### config.mk
export PLATFORM = sky130hd
export DESIGN_NAME = uart_rx_fifo_if
export DESIGN_NICKNAME = d
export VERILOG_FILES = /design/src/rtl/uart_pkg.sv /design/src/rtl/baud_tick_gen.sv /design/src/rtl/uart_rx_fifo_if.sv
export SDC_FILE = /design/constraint.sdc
export NUM_CORES = 1
export LEC_CHECK = 0
export BUFFER_PORTS_ARGS = -buffer_cell sky130_fd_sc_hd__clkbuf_2
export CORE_MARGIN = 2
export CORE_UTILIZATION = 53
export CTS_CLUSTER_DIAMETER = 150
export DETAILED_ROUTE_END_ITERATION = 8
export PLACE_DENSITY = 0.77
export SLEW_MARGIN = 20
export SYNTH_ARGS = -nofsm -noshare
export SYNTH_HDL_FRONTEND = slang
export SYNTH_SLANG_ARGS = --single-unit
### constraint.sdc
create_clock -name clk -period 1.95 [get_ports clk]
set_input_delay 0.2925 -clock clk [delete_from_list [all_inputs] [get_ports clk]]
set_output_delay 0.2925 -clock clk [all_outputs]
set_load 0.02 [all_outputs]
### src/rtl/uart_pkg.sv
// Shared types and constants for the UART receive path.
// Holds the receiver FSM encoding, the sample-phase landmarks and the tick-divider helper.
package uart_pkg;

    typedef enum logic [2:0] {
        StIdle,
        StStart,
        StData,
        StStop,
        StWaitHigh
    } rx_state_e;

    // Phase landmarks within one bit period of OVERSAMPLE ticks.
    localparam logic [3:0] MID_PHASE  = 4'd7;
    localparam logic [3:0] LAST_PHASE = 4'd15;

    function automatic int unsigned calc_div(input int unsigned clk_freq,
                                             input int unsigned baud,
                                             input int unsigned oversample);
        return clk_freq / (baud * oversample);
    endfunction

endpackage

### src/rtl/baud_tick_gen.sv
// Free-running sample-tick generator: emits a one-clock pulse every DIV clocks.
// The counter never resynchronises to the line; receive-side jitter of up to one tick is expected.
module baud_tick_gen #(
    parameter int unsigned DIV = 651
) (
    input  logic clk,
    input  logic rst,
    output logic tick
);

    localparam int unsigned   CntW   = (DIV > 1) ? $clog2(DIV) : 1;
    localparam logic [CntW-1:0] CntMax = CntW'(DIV - 1);

    logic [CntW-1:0] cnt_d, cnt_q;

    always_comb begin
        cnt_d = cnt_q + 1'b1;
        if (cnt_q == CntMax) begin
            cnt_d = '0;
        end
    end

    always_ff @(posedge clk or negedge rst) begin
        if (!rst) begin
            cnt_q <= '0;
        end else begin
            cnt_q <= cnt_d;
        end
    end

    assign tick = (cnt_q == CntMax);

endmodule

### src/rtl/uart_rx_fifo_if.sv
// 8N1 UART receiver with a one-entry valid/ready holding register.
// Reports false starts silently, and framing errors and overruns as one-cycle pulses.
module uart_rx_fifo_if
    import uart_pkg::*;
#(
    parameter int unsigned CLK_FREQ   = 100_000_000,
    parameter int unsigned BAUD       = 9600,
    parameter int unsigned OVERSAMPLE = 16
) (
    input  logic       clk,
    input  logic       rst,
    input  logic       rx,
    output logic [7:0] rx_data,
    output logic       rx_valid,
    input  logic       rx_ready,
    output logic       rx_busy,
    output logic       frame_err,
    output logic       overrun
);

    localparam int unsigned DIV = calc_div(CLK_FREQ, BAUD, OVERSAMPLE);

    logic       tick;
    logic       rx_meta_q, rx_sync_q;
    rx_state_e  state_d, state_q;
    logic [3:0] phase_d, phase_q;
    logic [2:0] bit_idx_d, bit_idx_q;
    logic [7:0] shift_d, shift_q;
    logic [7:0] data_d, data_q;
    logic       valid_d, valid_q;
    logic       frame_err_d, frame_err_q;
    logic       overrun_d, overrun_q;
    logic       byte_done;
    logic       stop_bad;

    baud_tick_gen #(
        .DIV (DIV)
    ) u_baud_tick_gen (
        .clk  (clk),
        .rst  (rst),
        .tick (tick)
    );

    // Two-flop synchroniser; resets to the idle (high) line level.
    always_ff @(posedge clk or negedge rst) begin
        if (!rst) begin
            rx_meta_q <= 1'b1;
            rx_sync_q <= 1'b1;
        end else begin
            rx_meta_q <= rx;
            rx_sync_q <= rx_meta_q;
        end
    end

    always_comb begin
        state_d   = state_q;
        phase_d   = phase_q;
        bit_idx_d = bit_idx_q;
        shift_d   = shift_q;
        byte_done = 1'b0;
        stop_bad  = 1'b0;

        unique case (state_q)
            StIdle: begin
                if (!rx_sync_q) begin
                    phase_d = '0;
                    state_d = StStart;
                end
            end

            StStart: begin
                if (tick) begin
                    if (phase_q == MID_PHASE) begin
                        if (rx_sync_q) begin
                            state_d = StIdle;
                        end else begin
                            phase_d   = '0;
                            bit_idx_d = '0;
                            state_d   = StData;
                        end
                    end else begin
                        phase_d = phase_q + 4'd1;
                    end
                end
            end

            StData: begin
                if (tick) begin
                    // Phase wraps 15 -> 0, so each bit is sampled 16 ticks after the last.
                    phase_d = phase_q + 4'd1;
                    if (phase_q == LAST_PHASE) begin
                        shift_d[bit_idx_q] = rx_sync_q;
                        bit_idx_d          = bit_idx_q + 3'd1;
                        if (bit_idx_q == 3'd7) begin
                            state_d = StStop;
                        end
                    end
                end
            end

            StStop: begin
                if (tick) begin
                    phase_d = phase_q + 4'd1;
                    if (phase_q == LAST_PHASE) begin
                        if (rx_sync_q) begin
                            byte_done = 1'b1;
                            state_d   = StIdle;
                        end else begin
                            stop_bad = 1'b1;
                            state_d  = StWaitHigh;
                        end
                    end
                end
            end

            StWaitHigh: begin
                // A held-low line (break) must not start a new frame.
                if (rx_sync_q) begin
                    state_d = StIdle;
                end
            end

            default: begin
                state_d = StIdle;
            end
        endcase
    end

    always_comb begin
        data_d      = data_q;
        valid_d     = valid_q;
        overrun_d   = 1'b0;
        frame_err_d = stop_bad;

        if (byte_done) begin
            // A byte leaving in the same cycle frees the slot for the new one.
            if (!valid_q || rx_ready) begin
                data_d  = shift_q;
                valid_d = 1'b1;
            end else begin
                overrun_d = 1'b1;
            end
        end else if (valid_q && rx_ready) begin
            valid_d = 1'b0;
        end
    end

    always_ff @(posedge clk or negedge rst) begin
        if (!rst) begin
            state_q     <= StIdle;
            phase_q     <= '0;
            bit_idx_q   <= '0;
            shift_q     <= '0;
            data_q      <= '0;
            valid_q     <= 1'b0;
            frame_err_q <= 1'b0;
            overrun_q   <= 1'b0;
        end else begin
            state_q     <= state_d;
            phase_q     <= phase_d;
            bit_idx_q   <= bit_idx_d;
            shift_q     <= shift_d;
            data_q      <= data_d;
            valid_q     <= valid_d;
            frame_err_q <= frame_err_d;
            overrun_q   <= overrun_d;
        end
    end

    assign rx_data   = data_q;
    assign rx_valid  = valid_q;
    assign rx_busy   = (state_q != StIdle);
    assign frame_err = frame_err_q;
    assign overrun   = overrun_q;

endmodule

## Yosys cells after proc, flatten, opt, wreduce, memory -nomap -nowiden

Index checks and enable logic that the tools add are counted.

- Flip-flop bits (word level): 41
- Input port bits: 4
- Output and inout port bits: 12
- Logic and storage cells: 92

- Add/sub/neg operators: 3
- Magnitude comparators: 2
- Eq/ne operators: 20
- Mux-type cells: 40
- Reduce and logical (&&, ||, !) cells: 16

Operators by type and width:

| kind | number |
|---|---|
| two-way mux 3 bit | 15 |
| inequality test 2 bit, second input constant | 10 |
| two-way mux 4 bit | 4 |
| case mux 3 bit (5 select lines) | 1 |
| two-way mux 1 bit | 14 |
| case mux 4 bit (3 select lines) | 1 |
| adder 10 x 1 -> 10 bit, second input constant | 1 |
| == test 10 bit, second input constant | 1 |
| two-way mux 10 bit | 1 |
| AND reduction 9 bit | 1 |
| bitwise mux 8 bit | 1 |
| == test 3 x 2 -> 1 bit, second input constant | 2 |
| == test 3 bit, second input constant | 2 |
| case mux 3 bit (2 select lines) | 1 |
| AND reduction 3 bit | 2 |
| AND reduction 6 bit | 1 |
| nonzero test 3 bit | 2 |
| adder 4 x 1 -> 4 bit, second input constant | 1 |
| == test 4 x 3 -> 1 bit, second input constant | 1 |
| == test 4 bit, second input constant | 1 |
| < comparator 3 x 4 -> 1 bit, second input constant | 1 |
| inequality test 2 x 1 -> 1 bit, second input constant | 2 |
| AND reduction 2 bit | 2 |
| nonzero test 2 bit | 2 |
| 10 further kinds | 11 |

## Depth between registers and ports, before layout

Gate-level depths: netlist (run 1).

- Depth after elaboration: 6
- Depth in mapped cells: 8

## By module

Synthesis (run 1) repeated with hierarchy kept, for this count alone.

- Cell total of the unflattened synthesis: 177
- Area, all modules: 2080.7 um2

Modules (own cells, without submodules):

| module | times used | cells each | area an instance (um2) |
|---|---|---|---|
| uart_rx_fifo_if | 1 | 131 | 1567.8 |
| baud_tick_gen | 1 | 46 | 513.0 |

## Worst setup path after synthesis (run 1)

No wires, ideal clock.

- Path type: reg-to-reg
- Start: reg u_baud_tick_gen.cnt_q[0]
- End: reg data_q[0], in the netlist rx_data[0]
- Data arrival time: 1.827 ns
- Data required time: 1.825 ns
- Path slack: -0.002 ns
- Stages on the path, launching flop included: 9
- Path buffers: 2
- Clock period less this slack: 1.952 ns
- Path through: dfrtp_1 -> inv_1 -> ha_1 -> and4b_1 -> buf_2 -> nand4_4 -> or3_1 -> buf_6 -> mux2_4

- Longest elaborated chain between the ends: 4

RTL lines:

| what | RTL line | RTL |
|---|---|---|
| start: declaration | baud_tick_gen.sv:14 | `logic [CntW-1:0] cnt_d, cnt_q;` |
| start signal: assignment | baud_tick_gen.sv:27 | `cnt_q <= cnt_d;` |
| == test 10 bit | baud_tick_gen.sv:31 | `assign tick = (cnt_q == CntMax);` |
| two-way mux 1 bit | uart_rx_fifo_if.sv:102 | `if (tick) begin` |
| two-way mux 1 bit | uart_rx_fifo_if.sv:63 | `unique case (state_q)` |
| AND reduction 2 bit (no line) | - |  |
| end signal: assignment | uart_rx_fifo_if.sv:163 | `data_q <= data_d;` |
| end: declaration | uart_rx_fifo_if.sv:29 | `logic [7:0] data_d, data_q;` |

No other way between the ends.
A chain may end at the register's enable or synchronous reset.

## Final worst setup path (run 1)

- Start: reg u_baud_tick_gen.cnt_q[0]
- End: reg shift_q[4]

- Longest elaborated chain between the ends: 2

RTL lines:

| what | RTL line | RTL |
|---|---|---|
| == test 10 bit | baud_tick_gen.sv:31 |  |
| AND reduction 3 bit (no line) | - |  |
| end signal: assignment | uart_rx_fifo_if.sv:162 | `shift_q <= shift_d;` |
| end: declaration | uart_rx_fifo_if.sv:28 | `logic [7:0] shift_d, shift_q;` |

No other way between the ends.

==> flow_metrics.tcl, run 1 <==
set metrics [dict create \
    yosysWarnings 0 \
    vias_per_cell 5.65 \
    utilization_pct 64.9 \
    io_pins 16 \
    crit_buf_inv 2 \
    clk_pin_slew_ps 80 \
    clock_latency_ps 300 \
    power_switching_mw 0.297 \
    ctsHoldBuffers 0 \
    fin_crit_sh_pct 99.0 \
    cp.required_ps 2130 \
    powerDensity_nw_per_um2 663 \
    comb_power_share_pct 1.8 \
    seq_power_share_pct 54.3 \
    clockBufferDepth 2 \
    synth-async-reset-ratio_pct 100 \
    drt_pass1_iterations 4 \
    start_util_pct 55.5 \
    rsz0062_at_grt "true" \
    fmax_mhz 518 \
    drv_cap 0 \
    grt_pass1_wl_um 6730 \
    switching_share_pct 18.9 \
    routed_wl_um 3760 \
    nNetsFinal 217 \
    fin_crit_ps 1930 \
    cp-end-kind "flop" \
    crit_chain "inv_1, ha_1, and4b_2, nand4_4, buf_4, nor4_1, mux2_2" \
    cts_buffers 5 \
    finalHoldViolations 0 \
    slew_headroom_pct 54.2 \
    max_stage_delay_ps 380 \
    cts_tree "done" \
    yosysUniqueCellTypes 45 \
    coreArea_um2 3660 \
    cp.arrival_ps 2110 \
    place_hpwl_um 2780 \
    peakVddDrop_uv 405 \
    cp_max_fo 8 \
    synth_area_per_cell_um2 11.3 \
    grt_max_degree 29 \
    die_h_um 65.9 \
    setup_tns_ps 0 \
    leakage_nw 1.16 \
    post-route-drc-count 0 \
    synth-edff-count 0 \
    synthFlopType "dfrtp_1" \
    grt_antenna_before_repair 0 \
    hp-class "in -> async" \
    cts_setup_buffers 0 \
    grt_overflow_total 0 \
    finalSetupViolCount 0 \
    routedWlPerCell_um 14.6 \
    syn_to_final_growth_pct 16.8 \
    antenna_left 0 \
    syn_inst 180 \
    status "finished, final reports clean" \
    die-area_um2 4350 \
    cts_sinks 41 \
    die_w_um 65.9 \
    grt_util_all_layers_pct 20.8 \
    layout-drive-gt1-share_pct 31.1 \
    io_buffers 15 \
    tightest_slew_ps 687 \
    drv_slew 0 \
    seq_area_frac_synth_pct 50.6 \
    p_int_mw 1.28 \
    num_rows 22 \
    fill_cells 291 \
    via_count 1452 \
    drt_iter0_drc 129 \
    synth_area_um2 2030 \
    cp_top_family "simple AND/OR/NAND/NOR gates" \
    syn-num-nets 189 \
    critPathKind "reg -> reg" \
    critPathLaunchType "flop" \
    p_clk_share_pct 43.9 \
    cts_root_buffer "clkbuf_8" \
    diodes 0 \
    ys_ff_latch 41 \
    slowest_stage "dfrtp_1" \
    gp_congestion 0.933 \
    fin_skew_ps 10.6 \
    grt_pass1_vias 1483 \
    htreeDepth 2 \
]
-- cell usage after synthesis (4+ instances only) --
cell type / number / area (um2)
and3_1: 4 / 25.0
clkbuf_1: 5 / 18.8
dfrtp_1: 39 / 976
ha_1: 5 / 62.6
inv_1: 6 / 22.5
mux2_2: 9 / 101
mux2_4: 8 / 120
nand2_1: 13 / 48.8
nand3_1: 8 / 40.0
nand4_1: 9 / 56.3
nor2_1: 14 / 52.6
nor4_1: 5 / 31.3
o21ai_0: 5 / 25.0
xnor2_1: 5 / 43.8
xor2_1: 4 / 35.0
-- power by group through the flow --
stage	clock network (mW)	registers [mW]	logic, mW
after floorplan	0	0.872	0.00399
after global placement	0	0.871	0.0283
after detailed placement	0	0.871	0.0297
after CTS	0.710	0.854	0.0296
after global routing	0.744	0.854	0.0332
final	0.691	0.854	0.0281
-- kinds of logic (layout without fill, tap and decap cells) --
kind of cell / Yosys count / after routing / synth area share [%]
mux: 17 / 17 / 10.9
xor+xnor: 9 / 9 / 3.88
flops: 41 / 41 / 50.6
fa+ha+maj: 5 / 5 / 3.08
simple gates: 73 / 73 / 21.0
compound gates: 21 / 21 / 7.20
buf+inv: 14 / 43 / 3.38
-- per-stage QoR --
step / hold slack (ps) / cell area [um2] / instances / power, mW / setup slack, ps
after CTS: 53.1 / 2350 / 257 / 1.59 / 13.8
after detailed placement: 349 / 2230 / 249 / 0.901 / -47.2
after floorplan: -3.09 / 2040 / 180 / 0.876 / 21.1
after global routing: 66.9 / 2370 / 257 / 1.63 / -30.3
final: 24.6 / 2370 / 257 / 1.57 / 20.3
after global placement: 347 / 2230 / 249 / 0.899 / 17.5
-- routing by layer --
layer,GRT usage (%),part of all wire [%],vias to the layer above
met3,3.75,3.6,9
met2,34.1,51,25
met1,26.9,44,707
met5,0,0,-
li1,-,-,711
met4,9.69,1.6,0
-- what timing repair did --
action / 4_1_cts / 5_1_grt
hold endpoints to repair: 0 / 0
setup endpoints to repair: 9 / 7
gates resized for setup: 2 / 4
-- layout by cell type (no fill, tap or decap), drive strengths merged, types with 2 or more instances in the layout --
master / n
ha: 5
nor4: 5
nand2: 13
o21ai: 5
nor3: 2
nor2b: 3
a21oi: 3
nand4: 10
o41ai: 2
nor2: 14
dfstp: 2
mux2: 17
a211o: 2
nand3: 8
buf: 14
xor2: 4
xnor2: 5
nor3b: 3
clkbuf: 22
dfrtp: 39
nor4b: 2
and3: 5
inv: 6
-- area by class of cell --
cell class | count | area [um2] | area share [%]
clock buffers | 7 | 86.3 | 3.64
clock inverters | 1 | 30.0 | 1.26
inverters | 6 | 22.5 | 0.948
multi-input cells | 125 | 967 | 40.7
flip-flops and latches | 41 | 1030 | 43.3
well taps | 48 | 60.1 | 2.53
repair buffers | 29 | 180 | 7.59
-- path summary, 6_finish.rpt --
check                                                         from                endpoint  slack (ps)  cells past startpoint
max in group asynchronous                                      rst  phase_q[2]$_DFFE_PN0P_        1260                      2
worst min register to register                 rx_meta_q$_DFF_PN1_     rx_sync_q$_DFF_PN1_         360                      0
min in group clk                                                rx     rx_meta_q$_DFF_PN1_          70                      1
worst min-delay path                                           rst  rx_data[5]$_DFFE_PN0P_          20                      1
worst max register to register  u_baud_tick_gen.cnt_q[0]$_DFF_PN0_  shift_q[4]$_DFFE_PN0P_          20                      7
worst max-delay path            u_baud_tick_gen.cnt_q[0]$_DFF_PN0_  shift_q[4]$_DFFE_PN0P_          20                      7
-- registers in the layout (all words and copies together), names as in the netlist --
name and flops:
bit_idx_q 3, frame_err 1, overrun 1, phase_q 4, rx_data 8, rx_meta_q 1
rx_sync_q 1, rx_valid 1, shift_q 8, state_q 3, u_baud_tick_gen.cnt_q 10
No activity file was read; power rests on OpenSTA's default activity.
==> run 2, diff against run 1 <==
--- a/config.mk
+++ b/config.mk
@@ -7,10 +7,11 @@
 export LEC_CHECK = 0
 export BUFFER_PORTS_ARGS = -buffer_cell sky130_fd_sc_hd__clkbuf_2
 export CORE_MARGIN = 2
-export CORE_UTILIZATION = 53
+export CORE_UTILIZATION = 55
+export CTS_BUF_LIST = sky130_fd_sc_hd__clkbuf_8
 export CTS_CLUSTER_DIAMETER = 150
 export DETAILED_ROUTE_END_ITERATION = 8
-export PLACE_DENSITY = 0.77
+export PLACE_DENSITY = 0.79
 export SLEW_MARGIN = 20
 export SYNTH_ARGS = -nofsm -noshare
 export SYNTH_HDL_FRONTEND = slang
==> flow_metrics.tcl, run 2 (synthesis gave the netlist of run 1 again) <==
set metrics [dict create \
    clock_latency_ps 290 \
    grt_pass1_wl_um 6660 \
    grt_overflow_total 0 \
    status "finished, final reports clean" \
    die_w_um 64.8 \
    routed_wl_um 4040 \
    rsz0062_at_grt "true" \
    final_cells 261 \
    post-route-drc-count 0 \
    fin_hold_ws_ps 87.5 \
    cts_tree "done" \
    tightest_slew_ps 473 \
    nNetsFinal 221 \
    grt_antenna_before_repair 0 \
    critPathLaunchType "flop" \
    gp_congestion 0.857 \
    setup_ws_ps 27.2 \
    io_pins 16 \
    finalSetupViolCount 0 \
    fin_skew_ps 9.99 \
    peakVddDrop_uv 482 \
    cts_setup_buffers 0 \
    place_inst 252 \
    clockBufferDepth 2 \
    start_util_pct 56.4 \
    die_h_um 64.8 \
    grt_max_degree 19 \
    cts_sinks 41 \
    vias_per_cell 5.65 \
    routedWlPerCell_um 15.5 \
    cp_max_fo 8 \
    place_hpwl_um 2850 \
    antenna_left 0 \
    via_count 1474 \
    leakage_nw 1.20 \
    largest_register_ffs 10 \
    cts_root_buffer "clkbuf_8" \
    fmax_mhz 520 \
    layout_common_cells "dfrtp_1, buf_4, clkbuf_2" \
    clk_pin_slew_ps 70 \
    powerDensity_nw_per_um2 590 \
    setup_tns_ps 0 \
    final_common_cell "dfrtp_1" \
    finalHoldViolations 0 \
    coreArea_um2 3610 \
    cp-end-kind "flop" \
    fin_crit_sh_pct 98.6 \
    hp-class "in -> reg" \
    layout-drive-gt1-share_pct 32.9 \
    diodes 0 \
    slew_headroom_pct 68.4 \
    htreeDepth 2 \
    grt_util_all_layers_pct 21.2 \
    die-area_um2 4200 \
    cp.required_ps 2130 \
    io_buffers 15 \
    drt_iter0_drc 104 \
    num_rows 22 \
    drt_pass1_iterations 4 \
    fin_crit_ps 1920 \
    cts_buffers 5 \
    pre_cts_ws_ps -49.6 \
    grt_pass1_vias 1501 \
    regMostFlops "u_baud_tick_gen.cnt_q" \
    cp.arrival_ps 2100 \
    syn_to_final_growth_pct 19.2 \
    critPathKind "reg -> reg" \
    drv_slew 0 \
    drv_cap 0 \
]
## run 2: cell types whose count changed in the layout (fill, tap and decap cells not counted), moves of 2 or more
cell | before | now
buf_4 | 14 | 17
nor4_4 | 0 | 3
inv_1 | 6 | 8
nor4_2 | 3 | 1
## run 2: layout make-up
type / instances / area (um2)
Fill cell: 258 / 1180
Sequential cell: 41 / 1030
Multi-Input combinational cell: 125 / 1010
Timing Repair Buffer: 33 / 213
Clock buffer: 6 / 82.6
Tap cell: 48 / 60.1
Inverter: 6 / 22.5
Clock inverter: 2 / 7.51
## run 2: final timing paths
kind                                                     from                       end  slack (ps)  depth (start not counted)
min                                                        rx       rx_meta_q$_DFF_PN1_          90                          1
max reg2reg                u_baud_tick_gen.cnt_q[0]$_DFF_PN0_    shift_q[0]$_DFFE_PN0P_          30                          7
max in group asynchronous                                 rst       rx_sync_q$_DFF_PN1_         890                          3
min in group asynchronous                                 rst  bit_idx_q[1]$_DFFE_PN0P_         460                          2
min reg2reg                               rx_meta_q$_DFF_PN1_       rx_sync_q$_DFF_PN1_         360                          0
max                        u_baud_tick_gen.cnt_q[0]$_DFF_PN0_    shift_q[0]$_DFFE_PN0P_          30                          7
## run 2: worst max-delay path, stage by stage, from the launching register on
cell	delay [ps]
dfrtp_1	370
inv_1	60
ha_1	150
and4b_2	270
nand4_4	90
buf_4	210
nor4b_2	300
mux2_2	360
## run 2: through the flow
stage | power, mW | instance area [um2] | utilization [%]
final | 1.43 | 2420 | 67.2
after floorplan | 0.876 | 2040 | -
after CTS | 1.44 | 2370 | 65.6
after global routing | 1.48 | 2420 | 67.2
after detailed placement | 0.902 | 2250 | 62.4
after global placement | 0.900 | 2250 | 62.4
## run 2: report_power, final
group          switching [mW]  total (mW)  leakage [nW]  internal [mW]
clock network           0.266       0.544        0.0538          0.278
logic                  0.0222      0.0306         0.603        0.00847
registers             0.00103       0.855         0.546          0.854
## run 2: what timing repair did
item / in CTS / in global routing
pin swaps: 0 / 1
gates resized for setup: 3 / 9
cloned: 0 / 0
setup endpoints to repair: 10 / 5
hold buffers: 1 / 0
endpoints found under the hold margin: 16 / 0
## run 2: metal layers
metal  vias up  GRT usage [%]  wire (um)
li1        715              -          -
met5         -              0          0
met1       714           24.5       1710
met3         8           5.21        160
met2        37           36.7       2100
met4         0           10.1         72
==> run 3, diff against run 2 <==
--- a/config.mk
+++ b/config.mk
@@ -11,7 +11,9 @@
 export CTS_BUF_LIST = sky130_fd_sc_hd__clkbuf_8
 export CTS_CLUSTER_DIAMETER = 150
 export DETAILED_ROUTE_END_ITERATION = 8
+export MAX_ROUTING_LAYER = met4
 export PLACE_DENSITY = 0.79
+export RECOVER_POWER = 50
 export SLEW_MARGIN = 20
 export SYNTH_ARGS = -nofsm -noshare
 export SYNTH_HDL_FRONTEND = slang
==> constraint.sdc (replaced) <==
create_clock -name clk -period 1.95 [get_ports clk]
set_input_delay 0.2925 -clock clk [delete_from_list [all_inputs] [get_ports clk]]
set_output_delay 0.2925 -clock clk [all_outputs]
set_load 0.01 [all_outputs]
==> flow_metrics.tcl, run 3 (synthesis gave the netlist of run 1 again) <==
set metrics [dict create \
    powerDensity_nw_per_um2 591 \
    place_inst 252 \
    utilization_pct 66.9 \
    fill_cells 264 \
    critPathLaunchType "flop" \
    seq_power_share_pct 59.9 \
    start_util_pct 56.4 \
    die-area_um2 4200 \
    cp_max_fo 8 \
    antenna_left 0 \
    switching_share_pct 20.2 \
    drv_cap 0 \
    fmax_mhz 521 \
    fin_skew_ps 10.2 \
    setup_ws_ps 31.7 \
    status "finished, final reports clean" \
    rsz0062_at_grt "true" \
    p_int_mw 1.14 \
    drt_pass1_iterations 4 \
    p_clk_share_pct 38.1 \
    clk_pin_slew_ps 70 \
    coreArea_um2 3610 \
    io_pins 16 \
    cts_buffers 5 \
    post-route-drc-count 0 \
    die_w_um 64.8 \
    routed_wl_um 4030 \
    comb_power_share_pct 2.0 \
    fin_crit_ps 1920 \
    drv_slew 0 \
    vias_per_cell 5.65 \
    final_common_cell "dfrtp_1" \
    io_buffers 15 \
    multiInputGateArea_um2 1010 \
    routedWlPerCell_um 15.4 \
    layout_common_cells "dfrtp_1, buf_4, nor2_1" \
    grt_overflow_total 0 \
    cts_root_buffer "clkbuf_8" \
    gp_congestion 0.870 \
    cp-end-kind "flop" \
    cts_sinks 41 \
    largest_register_ffs 10 \
    cts_setup_buffers 0 \
    grt_max_degree 19 \
    clock_latency_ps 290 \
    fin_crit_sh_pct 98.4 \
    seq_area_um2 1030 \
    fin_hold_ws_ps 87.5 \
    syn_to_final_growth_pct 18.6 \
    critPathKind "reg -> reg" \
    slew_headroom_pct 41.6 \
    grt_pass1_wl_um 6660 \
    leakage_nw 1.19 \
    finalHoldViolations 0 \
    nNetsFinal 221 \
    drt_iter0_drc 97 \
    tightest_slew_ps 876 \
    via_count 1474 \
    cts_tree "done" \
    hp-class "in -> reg" \
    regMostFlops "u_baud_tick_gen.cnt_q" \
    diodes 0 \
    cp.required_ps 2130 \
    finalPower_mw 1.43 \
    layout-drive-gt1-share_pct 30.5 \
    grt_pass1_vias 1501 \
    peakVddDrop_uv 482 \
    place_hpwl_um 2850 \
    htreeDepth 2 \
    final_cells 261 \
    num_rows 22 \
    grt_antenna_before_repair 0 \
    power_switching_mw 0.288 \
    clockBufferDepth 2 \
    pre_cts_ws_ps -49.6 \
    cp.arrival_ps 2100 \
    grt_util_all_layers_pct 21.8 \
    die_h_um 64.8 \
    finalSetupViolCount 0 \
]
==> run 3: cell types whose count changed in the layout (fill, tap and decap cells not counted), sizes merged <==
cell,delta
buf,-2
clkbuf,+2
==> run 3: per-layer routing <==
metal,routed length [um],share of wire [%],vias up,track usage (%)
li1,-,-,714,-
met1,1720,43,722,24.5
met2,2120,53,32,36.7
met3,129,3.2,6,5.21
met4,63,1.6,0,10.1
met5,0,0,-,-
==> run 3: what timing repair did <==
item,4_1_cts,5_1_grt
hold buffers,1,0
setup endpoints to repair,10,5
endpoints found under the hold margin,16,0
gates resized for setup,3,9
pin swaps,0,1
==> run 3: through the flow <==
stage,TNS [ps],instance area [um2]
finish,0,2410
detailed placement,-355,2250
floorplan,0,2040
global placement,0,2250
CTS,0,2370
global route,-152,2410
==> run 3: cell type report <==
class / instances / share of cell area [%]
clock inverter: 2 / 0.311
timing repair buffer: 33 / 8.35
sequential: 41 / 42.6
multi-input combinational: 125 / 41.9
tap: 48 / 2.49
clock buffer: 6 / 3.42
inverter: 6 / 0.934
==> run 3: final timing paths <==
kind                                                     from                       end  slack (ps)  depth (start not counted)
min in group asynchronous                                 rst  bit_idx_q[1]$_DFFE_PN0P_         630                          2
setup reg to reg           u_baud_tick_gen.cnt_q[0]$_DFF_PN0_    shift_q[0]$_DFFE_PN0P_          30                          7
setup / recovery           u_baud_tick_gen.cnt_q[0]$_DFF_PN0_    shift_q[0]$_DFFE_PN0P_          30                          7
hold / removal                                             rx       rx_meta_q$_DFF_PN1_          90                          1
max in group asynchronous                                 rst       rx_sync_q$_DFF_PN1_         460                          3
hold reg to reg                           rx_meta_q$_DFF_PN1_       rx_sync_q$_DFF_PN1_         360                          0
==> run 3: critical path, cell delays in order, from the launching register on <==
cell and delay (ps):
dfrtp_1 370, inv_1 60, ha_1 150, and4b_2 270, nand4_4 90, buf_4 210
nor4b_2 290, mux2_2 360
==> run 3: power by group through the flow <==
stage / Combinational [mW] / Sequential, mW / Clock (mW)
floorplan: 0.00399 / 0.872 / 0
global placement: 0.0292 / 0.871 / 0
detailed placement: 0.0304 / 0.871 / 0
CTS: 0.0322 / 0.855 / 0.554
global route: 0.0343 / 0.854 / 0.594
finish: 0.0288 / 0.855 / 0.543
